--- src/rtl/grf_wb_arbiter.sv ---
// grf_wb_arbiter: write-back arbiter for the single GRF write port.
//
// Shares the GRF write port between the in-order pipeline write-back (port 0)
// and a multi-cycle result source (port 1). Port 1 results are buffered in a
// FIFO_DEPTH-entry FIFO. Port 0 has priority. A starvation counter forces the
// FIFO head through after STARVE_MAX consecutive denied cycles. q_busy reports
// whether a register has a buffered pending write, for use by stall logic.
//
// Ports:
//   clk, reset               clock, synchronous active-high reset
//   p0_valid/p0_ready        pipeline write request / accepted when both high
//   p0_wa/p0_wd/p0_pc        pipeline destination register, data, PC
//   p1_valid/p1_ready        multi-cycle unit request / FIFO not full
//   p1_wa/p1_wd/p1_pc        multi-cycle unit destination register, data, PC
//   q_ra/q_busy              query register / pending buffered write (comb.)
//   grf_we/wa/wd/wpc         registered GRF write enable, address, data, PC
//
// Optional macro GRF_WB_TRACE_EN: when defined, every registered write with a
// nonzero address prints a trace line in the CPU trace format.

module grf_wb_arbiter #(
    parameter int unsigned FIFO_DEPTH = 2,
    parameter int unsigned STARVE_MAX = 4
) (
    input  logic        clk,
    input  logic        reset,
    input  logic        p0_valid,
    output logic        p0_ready,
    input  logic [4:0]  p0_wa,
    input  logic [31:0] p0_wd,
    input  logic [31:0] p0_pc,
    input  logic        p1_valid,
    output logic        p1_ready,
    input  logic [4:0]  p1_wa,
    input  logic [31:0] p1_wd,
    input  logic [31:0] p1_pc,
    input  logic [4:0]  q_ra,
    output logic        q_busy,
    output logic        grf_we,
    output logic [4:0]  grf_wa,
    output logic [31:0] grf_wd,
    output logic [31:0] grf_wpc
);

    localparam int unsigned PtrW = (FIFO_DEPTH > 1) ? $clog2(FIFO_DEPTH) : 1;
    localparam int unsigned CntW = PtrW + 1;

    logic [4:0]      fifo_wa [FIFO_DEPTH];
    logic [31:0]     fifo_wd [FIFO_DEPTH];
    logic [31:0]     fifo_pc [FIFO_DEPTH];
    logic [PtrW-1:0] rd_ptr_q;
    logic [PtrW-1:0] wr_ptr_q;
    logic [CntW-1:0] occ_q;
    logic [3:0]      starve_q;

    logic            fifo_nonempty;
    logic            fifo_full;
    logic            force_head;
    logic            grant_head;
    logic            grant_p0;
    logic            grant_valid;
    logic [4:0]      grant_wa;
    logic [31:0]     grant_wd;
    logic [31:0]     grant_pc;
    logic            push;

    assign fifo_nonempty = (occ_q != '0);
    assign fifo_full     = (occ_q == CntW'(FIFO_DEPTH));
    assign force_head    = (starve_q >= 4'(STARVE_MAX)) && fifo_nonempty;

    assign grant_head = fifo_nonempty && (force_head || !p0_valid);
    assign grant_p0   = p0_valid && !force_head;
    assign p0_ready   = !force_head;
    // Ready is based on pre-edge occupancy, so a same-cycle pop never frees a slot.
    assign p1_ready   = !fifo_full;
    assign push       = p1_valid && !fifo_full;

    always_comb begin
        grant_valid = 1'b0;
        grant_wa    = 5'd0;
        grant_wd    = 32'd0;
        grant_pc    = 32'd0;
        if (grant_head) begin
            grant_valid = 1'b1;
            grant_wa    = fifo_wa[rd_ptr_q];
            grant_wd    = fifo_wd[rd_ptr_q];
            grant_pc    = fifo_pc[rd_ptr_q];
        end else if (grant_p0) begin
            grant_valid = 1'b1;
            grant_wa    = p0_wa;
            grant_wd    = p0_wd;
            grant_pc    = p0_pc;
        end
    end

    // Scan only occupied slots; the head being popped still counts as pending.
    always_comb begin
        logic [PtrW-1:0] idx;
        idx    = '0;
        q_busy = 1'b0;
        for (int unsigned i = 0; i < FIFO_DEPTH; i++) begin
            idx = rd_ptr_q + PtrW'(i);
            if ((CntW'(i) < occ_q) && (fifo_wa[idx] == q_ra) && (q_ra != 5'd0)) begin
                q_busy = 1'b1;
            end
        end
    end

    // Storage needs no reset; validity is tracked by the occupancy count.
    always_ff @(posedge clk) begin
        if (!reset && push) begin
            fifo_wa[wr_ptr_q] <= p1_wa;
            fifo_wd[wr_ptr_q] <= p1_wd;
            fifo_pc[wr_ptr_q] <= p1_pc;
        end
    end

    always_ff @(posedge clk) begin
        if (reset) begin
            rd_ptr_q <= '0;
            wr_ptr_q <= '0;
            occ_q    <= '0;
            starve_q <= 4'd0;
            grf_we   <= 1'b0;
            grf_wa   <= 5'd0;
            grf_wd   <= 32'd0;
            grf_wpc  <= 32'd0;
        end else begin
            if (push) begin
                wr_ptr_q <= wr_ptr_q + PtrW'(1);
            end
            if (grant_head) begin
                rd_ptr_q <= rd_ptr_q + PtrW'(1);
            end
            unique case ({push, grant_head})
                2'b10:   occ_q <= occ_q + CntW'(1);
                2'b01:   occ_q <= occ_q - CntW'(1);
                default: occ_q <= occ_q;
            endcase

            if (!fifo_nonempty || grant_head) begin
                starve_q <= 4'd0;
            end else if (grant_p0) begin
                starve_q <= starve_q + 4'd1;
            end

            if (grant_valid) begin
                // A write to register 0 is consumed without enabling the GRF.
                grf_we  <= (grant_wa != 5'd0);
                grf_wa  <= grant_wa;
                grf_wd  <= grant_wd;
                grf_wpc <= grant_pc;
            end else begin
                grf_we  <= 1'b0;
            end
        end
    end

`ifdef GRF_WB_TRACE_EN
    always_ff @(posedge clk) begin
        if (!reset && grant_valid && (grant_wa != 5'd0)) begin
            $display("@%h: $%d <= %h", grant_pc, grant_wa, grant_wd);
        end
    end
`endif

endmodule

--- config.mk ---
export PLATFORM = sky130hd
export DESIGN_NAME = grf_wb_arbiter
export DESIGN_NICKNAME = d
export VERILOG_FILES = /design/src/rtl/grf_wb_arbiter.sv
export SDC_FILE = /design/constraint.sdc
export NUM_CORES = 1
export LEC_CHECK = 0
export CAP_MARGIN = 5
export CORE_ASPECT_RATIO = 0.75
export CORE_MARGIN = 1.5
export CORE_UTILIZATION = 48
export DETAILED_ROUTE_END_ITERATION = 10
export MAX_ROUTING_LAYER = met4
export PLACE_DENSITY = 0.8
export SLEW_MARGIN = 20
export SYNTH_ARGS = -nofsm -noshare
export SYNTH_HDL_FRONTEND = slang
export SYNTH_SLANG_ARGS = --single-unit
export TNS_END_PERCENT = 1
--- constraint.sdc ---
create_clock -name clk -period 11 [get_ports clk]
set_clock_uncertainty 0.1 [all_clocks]
set_input_delay 2.2 -clock clk [delete_from_list [all_inputs] [get_ports clk]]
set_output_delay 2.2 -clock clk [all_outputs]
set_load 0.01 [all_outputs]
==> metrics.cfg <==
[die]
io_pins = 220
chipHeight_microns = 116
die_width_microns = 153
dieArea_sq_um = 17800
rows = 41
core_area_sq_um = 16700
start_util = 0.487

[hold_path]
hp-class = register to register

[drt]
drtPass1Iterations = 7
post_drt_wl_per_cell_microns = 19.6
avgViaCountPerCell = 5.75
wirelength_microns = 19000
drtIter0Drc = 605
vias = 5580
drc = 0
ant_nets = 0

[synth]
yosysSeqAreaShare = 0.703
syn_nets = 686
yosysWarningCount = 0
avgSynthCellArea_sq_um = 15.2
synth_area_leaders = edfxtp_1, dfxtp_1, mux2_2
synth_top_cell_by_area = edfxtp_1
async_flop_share = 0
synth_common_cells = edfxtp_1, dfxtp_1, nor2_1
yosys.cell_types.count = 34
yosysMostFrequentCell = edfxtp_1
ys_seq_elements = 217
synth_edf_count = 138
synth_top_flop_cell = edfxtp_1
synthDominantCellAreaShare = 0.509
synth_area_sq_um = 8140
postSynthCellCount = 534

[cts]
cts-root-buf = clkbuf_16
clock-sinks = 217
htree_levels = 1
hold_buffers = 0
cts_inserted_buffers = 21
clk_pin_slew_worst_paths_ns = 0.06
clk_path_buf_depth = 3
cts_tree = yes
post_cts_resized = 0
postCtsSetupRepairBufs = 0
worst_skew_pair.late_latency_ns = 0.48

[flow_run]
drv_cap = 0

[sta]
hold_slack_ns = 0.331
slew_headroom = 0.326
hold_violations = 0
setup-violations-final = 0
fin_crit_ns = 6.37
fin_setup_tns_ns = 0
worst_pin_slew_ns = 1.01
fmax_mhz = 157
finalCritPeriodShare = 0.579
drv_slew = 0
rsz0062_at_grt = false

[final_layout]
antenna_cells = 0
fillerInstances = 1161
drive_above_1_share = 0.152
nNetsFinal = 894
syn2layout_area_growth_pct = 37.0
final_area_sq_um = 11200

[setup_path]
critPathSlowestCell = clkdlybuf4s50_1
critPathMaxStageDelay_ns = 0.55
crit_fanout = 3
worstSetupEndpointType = primary output
crit_required_ns = 8.70
path_class = input pin to primary output
path_cells = clkdlybuf4s50_1, nor4_1, nor2_1, mux2i_1, nor4_1, a41o_1, clkdlybuf4s50_1
crit_path_start_kind = input pin
worstPathArrival_ns = 4.07
cp_num_buf_inv = 2
cpLargestDelayFamily = buffers and inverters

[pwr]
p_sw_frac = 0.282
clkPwrFrac = 0.293
p_seq_frac = 0.444
combinationalPowerShare = 0.264
p_sw_uw = 687
p_leak_uw = 0.00388
p_int_uw = 1750
ir_worst_vdd_mv = 0.140
p_per_area_nw_per_um2 = 218

[placed_design]
dpl_cell_area_sq_um = 10500
gp_congestion = 0.890
port_buffers = 219
dp_hpwl_microns = 12300

[global_routing]
grt_pass1_vias = 5520
grt_max_degree = 81
grt_pass1_wl_microns = 29000
grt_use_total = 0.216
antenna_found_initial = 0
gr-total-overflow = 0

[status]
outcome = finished clean

state kept, by name, summed over array words and instances, names as in the netlist, 2 cells and up, named ones only:
signal,flops
grf_wd,32
starve_q,4
grf_wa,5
grf_wpc,32
fifo_wa,10
fifo_wd,64
fifo_pc,64
occ_q,2
per-layer routing:
layer  GRT usage  part of all wire  vias up
met5           -                 0        -
met4      0.0621             0.021        0
met3      0.0535              0.11       32
met2       0.358              0.48      302
met1       0.266              0.39     2721
li1            -                 -     2525
worst paths after layout:
path         cells after the start  slack, ns                     start                        to
min reg2reg                      1       0.33  starve_q[0]$_SDFFE_PP0N_  starve_q[0]$_SDFFE_PP0N_
min                              1       0.33  starve_q[0]$_SDFFE_PP0N_  starve_q[0]$_SDFFE_PP0N_
max                              7       4.63                   q_ra[0]                    q_busy
max reg2reg                      8       7.81     occ_q[1]$_SDFFE_PP0P_         grf_we$_SDFF_PP0_
final cells by class:
class | count | area, sq um | share of cell area
Clock buffer | 25 | 571 | 0.0512
Clock inverter | 12 | 119 | 0.0107
Inverter | 3 | 11.3 | 0.00101
Multi-Input combinational cell | 272 | 2210 | 0.198
Sequential cell | 217 | 5730 | 0.514
Tap cell | 215 | 269 | 0.0241
Timing Repair Buffer | 227 | 2250 | 0.201
metrics by stage:
step | worst slack [ns] | util | total power (uW) | cells
global placement | 4.76 | 0.626 | 1710 | 934
floorplan | 2.65 | - | 1470 | 534
global route | 4.48 | 0.667 | 2540 | 971
detailed placement | 4.64 | 0.626 | 1730 | 934
CTS | 4.63 | 0.667 | 2450 | 971
finish | 4.63 | 0.667 | 2440 | 971
power groups by stage:
stage / registers [uW] / clock network (uW) / logic (uW)
after floorplan: 1070 / 0 / 401
after global placement: 1090 / 0 / 616
after detailed placement: 1100 / 0 / 636
after CTS: 1080 / 729 / 642
after global routing: 1100 / 761 / 687
final: 1080 / 713 / 642
layout by cell type, fill, tap and decap left out, types with 2 or more instances in the layout:
master	instances
xnor2_1	4
a211oi_1	4
a21oi_1	7
nand2b_1	2
nor4_1	5
nand2_1	5
o21ai_0	3
edfxtp_1	138
a22oi_1	2
clkdlybuf4s50_1	218
a222oi_1	64
inv_1	3
xor2_1	9
clkbuf_8	3
clkinv_2	7
mux2i_1	12
clkbuf_16	21
clkinvlp_4	2
nor2_1	72
buf_4	8
mux2_2	64
dfxtp_1	78
ha_1	5
bufinv_16	2
logic make-up after synthesis:
logic type	count (synthesis)	synth area share
flops	217	0.703
mux	76	0.103
simple gates	93	0.0478
fa+ha+maj	5	0.00768
xor+xnor	13	0.0140
compound gates	84	0.0947
other cells	1	0.000461
buf+inv	45	0.0289
worst register-to-register path, delay by kind of cell, from the launching register on:
kind            cells  cell delay (ns)
compound gates      3             0.69
buf+inv             2             0.71
fa+ha+maj           1             0.49
flops               1             0.31
simple gates        2             0.78
(Power assumes the default switching activity.)
